`src/rtl/fifo_sync_param.sv`:
```
// Parametrised single-clock FIFO with occupancy count, almost-full/empty thresholds,
// one-cycle overflow/underflow pulses and an optional first-word-fall-through read mode.
module fifo_sync_param #(
    parameter int DATA_W    = 8,
    parameter int DEPTH     = 16,
    parameter int AF_THRESH = DEPTH - 2,
    parameter int AE_THRESH = 2,
    parameter int FWFT      = 0
) (
    input  logic                       clk,
    input  logic                       rst,
    input  logic [DATA_W-1:0]          din,
    input  logic                       wr_en,
    input  logic                       rd_en,
    output logic [DATA_W-1:0]          dout,
    output logic                       full,
    output logic                       empty,
    output logic                       valid,
    output logic                       almost_full,
    output logic                       almost_empty,
    output logic                       overflow,
    output logic                       underflow,
    output logic [$clog2(DEPTH):0]     count
);

    localparam int AW = $clog2(DEPTH);
    localparam int CW = AW + 1;
    localparam logic [CW-1:0] C_DEPTH = CW'(DEPTH);
    localparam logic [CW-1:0] C_AF    = CW'(AF_THRESH);
    localparam logic [CW-1:0] C_AE    = CW'(AE_THRESH);

    logic [DATA_W-1:0] r_mem [DEPTH];
    logic [AW-1:0]     r_wr_ptr;
    logic [AW-1:0]     r_rd_ptr;
    logic [CW-1:0]     r_count;
    logic              r_overflow;
    logic              r_underflow;

    logic w_full;
    logic w_empty;
    logic w_wr_ok;
    logic w_rd_ok;

    // Status is decoded from the registered count, so it always describes the state before the next edge.
    assign w_full  = (r_count == C_DEPTH);
    assign w_empty = (r_count == '0);
    assign w_wr_ok = wr_en & ~w_full;
    assign w_rd_ok = rd_en & ~w_empty;

    assign full         = w_full;
    assign empty        = w_empty;
    assign almost_full  = (r_count >= C_AF);
    assign almost_empty = (r_count <= C_AE);
    assign overflow     = r_overflow;
    assign underflow    = r_underflow;
    assign count        = r_count;

    always_ff @(posedge clk) begin
        if (w_wr_ok) begin
            r_mem[r_wr_ptr] <= din;
        end
    end

    always_ff @(posedge clk or posedge rst) begin
        if (rst) begin
            r_wr_ptr    <= '0;
            r_rd_ptr    <= '0;
            r_count     <= '0;
            r_overflow  <= 1'b0;
            r_underflow <= 1'b0;
        end else begin
            r_overflow  <= wr_en & w_full;
            r_underflow <= rd_en & w_empty;
            if (w_wr_ok) begin
                r_wr_ptr <= r_wr_ptr + AW'(1);
            end
            if (w_rd_ok) begin
                r_rd_ptr <= r_rd_ptr + AW'(1);
            end
            case ({w_wr_ok, w_rd_ok})
                2'b10:   r_count <= r_count + CW'(1);
                2'b01:   r_count <= r_count - CW'(1);
                default: r_count <= r_count;
            endcase
        end
    end

    generate
        if (FWFT == 0) begin : g_std
            logic [DATA_W-1:0] r_dout;
            logic              r_valid;

            // Registered read port; dout holds its last word when no read is accepted.
            always_ff @(posedge clk or posedge rst) begin
                if (rst) begin
                    r_dout  <= '0;
                    r_valid <= 1'b0;
                end else begin
                    r_valid <= w_rd_ok;
                    if (w_rd_ok) begin
                        r_dout <= r_mem[r_rd_ptr];
                    end
                end
            end

            assign dout  = r_dout;
            assign valid = r_valid;
        end else begin : g_fwft
            // Head word is shown continuously; rd_en acknowledges it.
            assign dout  = r_mem[r_rd_ptr];
            assign valid = ~w_empty;
        end
    endgenerate

endmodule
```
`config.mk`:
```
export PLATFORM = sky130hd
export DESIGN_NAME = fifo_sync_param
export DESIGN_NICKNAME = d
export VERILOG_FILES = /design/src/rtl/fifo_sync_param.sv
export SDC_FILE = /design/constraint.sdc
export NUM_CORES = 1
export LEC_CHECK = 0
export ABC_AREA = 1
export CORE_ASPECT_RATIO = 2
export CORE_UTILIZATION = 49
export DETAILED_ROUTE_END_ITERATION = 7
export GPL_TIMING_DRIVEN = 0
export HOLD_SLACK_MARGIN = 0.03
export MAX_ROUTING_LAYER = met4
export PLACE_DENSITY = 0.67
export SKIP_CTS_REPAIR_TIMING = 1
export SLEW_MARGIN = 10
export SYNTH_ARGS = -nofsm -noshare
export SYNTH_HDL_FRONTEND = slang
export SYNTH_SLANG_ARGS = --single-unit
export TNS_END_PERCENT = 30
```
`constraint.sdc`:
```
create_clock -name clk -period 3.28 [get_ports clk]
set_clock_uncertainty 0.05 [all_clocks]
set_input_delay 0.328 -clock clk [delete_from_list [all_inputs] [get_ports clk]]
set_output_delay 0.328 -clock clk [all_outputs]
set_load 0.02 [all_outputs]
```
==> flow_metrics.env <==
export IMPL_grt_util_all_layers=0.264
export IMPL_area_growth_syn_to_layout_pct=17.0
export IMPL_drc=0
export IMPL_r2r_start="count[1]$_DFFE_PP0P_"
export IMPL_synth_seq_cells=152
export IMPL_peakVddDrop_uv=609
export IMPL_cts_num_sinks=152
export IMPL_rsz0062_at_grt="no"
export IMPL_path_clk_slew_ps=60
export IMPL_r2r_cells=14
export IMPL_finalSetupViolations=0
export IMPL_start_util=0.506
export IMPL_final_hold_viol_count=0
export IMPL_endpoint_kind="register"
export IMPL_die_h_um=169
export IMPL_critPathCapture="count[4]$_DFFE_PP0P_"
export IMPL_grt_max_degree=25
export IMPL_die_area_um2=14400
export IMPL_fmax_mhz=368
export IMPL_crit_required_ps=3590
export IMPL_synthTopCellsByArea="edfxtp_1, nand2_1, dfrtp_1"
export IMPL_routed_wl_um=17200
export IMPL_crit_type="register to register"
export IMPL_place_congestion=0.972
export IMPL_synth_most_common_cell="nand2_1"
export IMPL_crit_arrival_ps=3030
export IMPL_num_nets_final=761
export IMPL_startpoint="count[1]$_DFFE_PP0P_"
export IMPL_viasPerCell=5.23
export IMPL_grt_pass1_vias=4832
export IMPL_hold_class="input pin to async pin"
export IMPL_async_flop_share=0.158
export IMPL_slew_violations=0
export IMPL_synth_avg_cell_area_um2=9.92
export IMPL_crit_path_top_delay_cell="dfrtp_1"
export IMPL_grt_first_pass_wirelength_um=26600
export IMPL_syn_nets=710
export IMPL_dp_slack_ps=606
export IMPL_place_inst=876
export IMPL_slew_headroom=0.167
export IMPL_synth_edf_count=128
export IMPL_fin_setup_tns_ps=0
export IMPL_powerDensity_nw_per_um2=889
export IMPL_wire_per_inst_um=18.9
export IMPL_drt_iter0_drc=270
export IMPL_status="complete, no violations"
export IMPL_synth_seq_area_share=0.650
export IMPL_stdcell_count=908
export IMPL_synth_top_area_frac=0.563
export IMPL_synth_common_cells="nand2_1, edfxtp_1, inv_1"
export IMPL_htree_levels=4
export IMPL_reg2reg_to="count[4]$_DFFE_PP0P_"
export IMPL_coreArea_um2=13500
export IMPL_clockBufferDepth=2
export IMPL_die_x_um=85.5
export IMPL_fillCellCount=1141
export IMPL_clk_latency_ps=420
export IMPL_p_leak_uw=0.00357
export IMPL_fin_crit_ps=2720
export IMPL_startpoint_type="register"
export IMPL_syn_area_um2=6830
export IMPL_cp_slowest_stage_delay_ps=470
export IMPL_path_cells="nor4_4 -> nand2_2 -> nand2_2 -> buf_4 -> ha_1 -> xor2_1 -> ha_1 -> inv_1 -> nand2_1 -> nand3_1 -> nand2_1 -> xor2_1 -> nand2_1 -> nand2_1"
export IMPL_first_pass_iters=5
export IMPL_synth_largest_area_cell="edfxtp_1"
export IMPL_io_buffers=31
export IMPL_yosysWarnings=0
export IMPL_numCtsBuffers=17
export IMPL_worst_slack_ps=563
export IMPL_drive_above_1_share=0.0969
export IMPL_core_rowCount=60
export IMPL_worstMarginPinSlew_ps=1240
export IMPL_cts_tree="built"
export IMPL_grt_overflow=0
export IMPL_r2r_slack_ps=560
export IMPL_worstPathMaxFanout=11
export IMPL_hpwl_um=11800
export IMPL_io_pins=32
export IMPL_dominantRegCellSynth="edfxtp_1"
export IMPL_drtAntennaViolNets=0
export IMPL_netlist_cell_type_count=25
export IMPL_cts_root_buf="clkbuf_16"
export IMPL_cpMostUsedCell="nand2_1"
export IMPL_via_count=4748
export IMPL_syn_instance_count=689
export IMPL_drv_cap=0
export IMPL_period_share=0.828
export IMPL_antenna_cells=0
export IMPL_power_uw=7100
export IMPL_grt_antenna_before_repair=0
==> where the power goes <==
part           switching, µW  leakage (µW)  internal [µW]
combinational           1730       0.00182            846
sequential               174       0.00145           2370
clock                    817      0.000295           1170
==> cell usage in the layout (no fill, tap or decap), types with 4 or more instances in the layout <==
cell type        Yosys  routed
buf_2               19      19
buf_4                4       5
clkbuf_16            0      17
clkdlybuf4s50_1      0      31
dfrtp_1             24      24
edfxtp_1           128     128
ha_1                 9       9
inv_1              120     120
inv_6                0       4
nand2_1            234     234
nand3_1            103     103
nor3_1              16       7
nor3_2               0       9
o21ai_0              4       4
xor2_1               5       5
==> state kept, by name (all words and copies together), names as in the netlist <==
register and count:
r_wr_ptr 4, dout 8, r_mem 128, overflow 1
valid 1, underflow 1, r_rd_ptr 4, count 5
==> per-layer routing <==
metal,vias up,GRT usage,part of all wire
met5,-,-,0
met4,0,0.168,0.052
met3,52,0.0478,0.040
met2,160,0.454,0.54
met1,2230,0.273,0.36
li1,2306,-,-
==> area by class of cell <==
| cell class | count | area (µm²) | share of cell area |
|---|---|---|---|
| Inverter | 123 | 462 | 0.0578 |
| Clock buffer | 19 | 443 | 0.0554 |
| Timing Repair Buffer | 32 | 318 | 0.0398 |
| Clock inverter | 13 | 159 | 0.0199 |
| Multi-Input combinational cell | 385 | 1810 | 0.226 |
| Tap cell | 155 | 194 | 0.0243 |
| Buffer | 29 | 163 | 0.0204 |
| Sequential cell | 152 | 4440 | 0.556 |
==> how the worst min path moves through the flow <==
stage | from | to
6_report | rst | dout[3]$_DFFE_PP0P_
5_1_grt | wr_en | overflow$_DFF_PP0_
4_1_cts | wr_en | overflow$_DFF_PP0_
3_5_place_dp | dout[5]$_DFFE_PP0P_ | dout[5]$_DFFE_PP0P_
3_3_place_gp | dout[3]$_DFFE_PP0P_ | dout[3]$_DFFE_PP0P_
2_1_floorplan | rst | count[0]$_DFFE_PP0P_
==> logic make-up (layout without fill, tap and decap cells) <==
family | count (synthesis) | after routing | synth area share
buffers and inverters | 152 | 216 | 0.0914
AND/OR/NAND/NOR | 360 | 360 | 0.224
AO/OA/AOI/OAI | 8 | 8 | 0.00714
adder cells (fa/ha/maj) | 9 | 9 | 0.0165
XOR/XNOR | 8 | 8 | 0.0103
flip-flops | 152 | 152 | 0.650
==> critical path: cells and delay by family, from the launching register on <==
kind,cells,cell delay (ps)
DFF,1,470
adders and majority gates,2,490
xor gates and xnor gates,2,380
and+or+nand+nor,8,1010
buffers and inverters,2,260
==> metrics by stage <==
step | cell area (µm²) | hold WS, ps | utilization
after floorplan | 6830 | 293 | -
after global placement | 7340 | 414 | 0.543
after detailed placement | 7360 | 422 | 0.545
after CTS | 7970 | 412 | 0.590
after global routing | 7990 | 452 | 0.591
final | 7990 | 416 | 0.591
No activity file was read; power rests on OpenSTA's default activity.
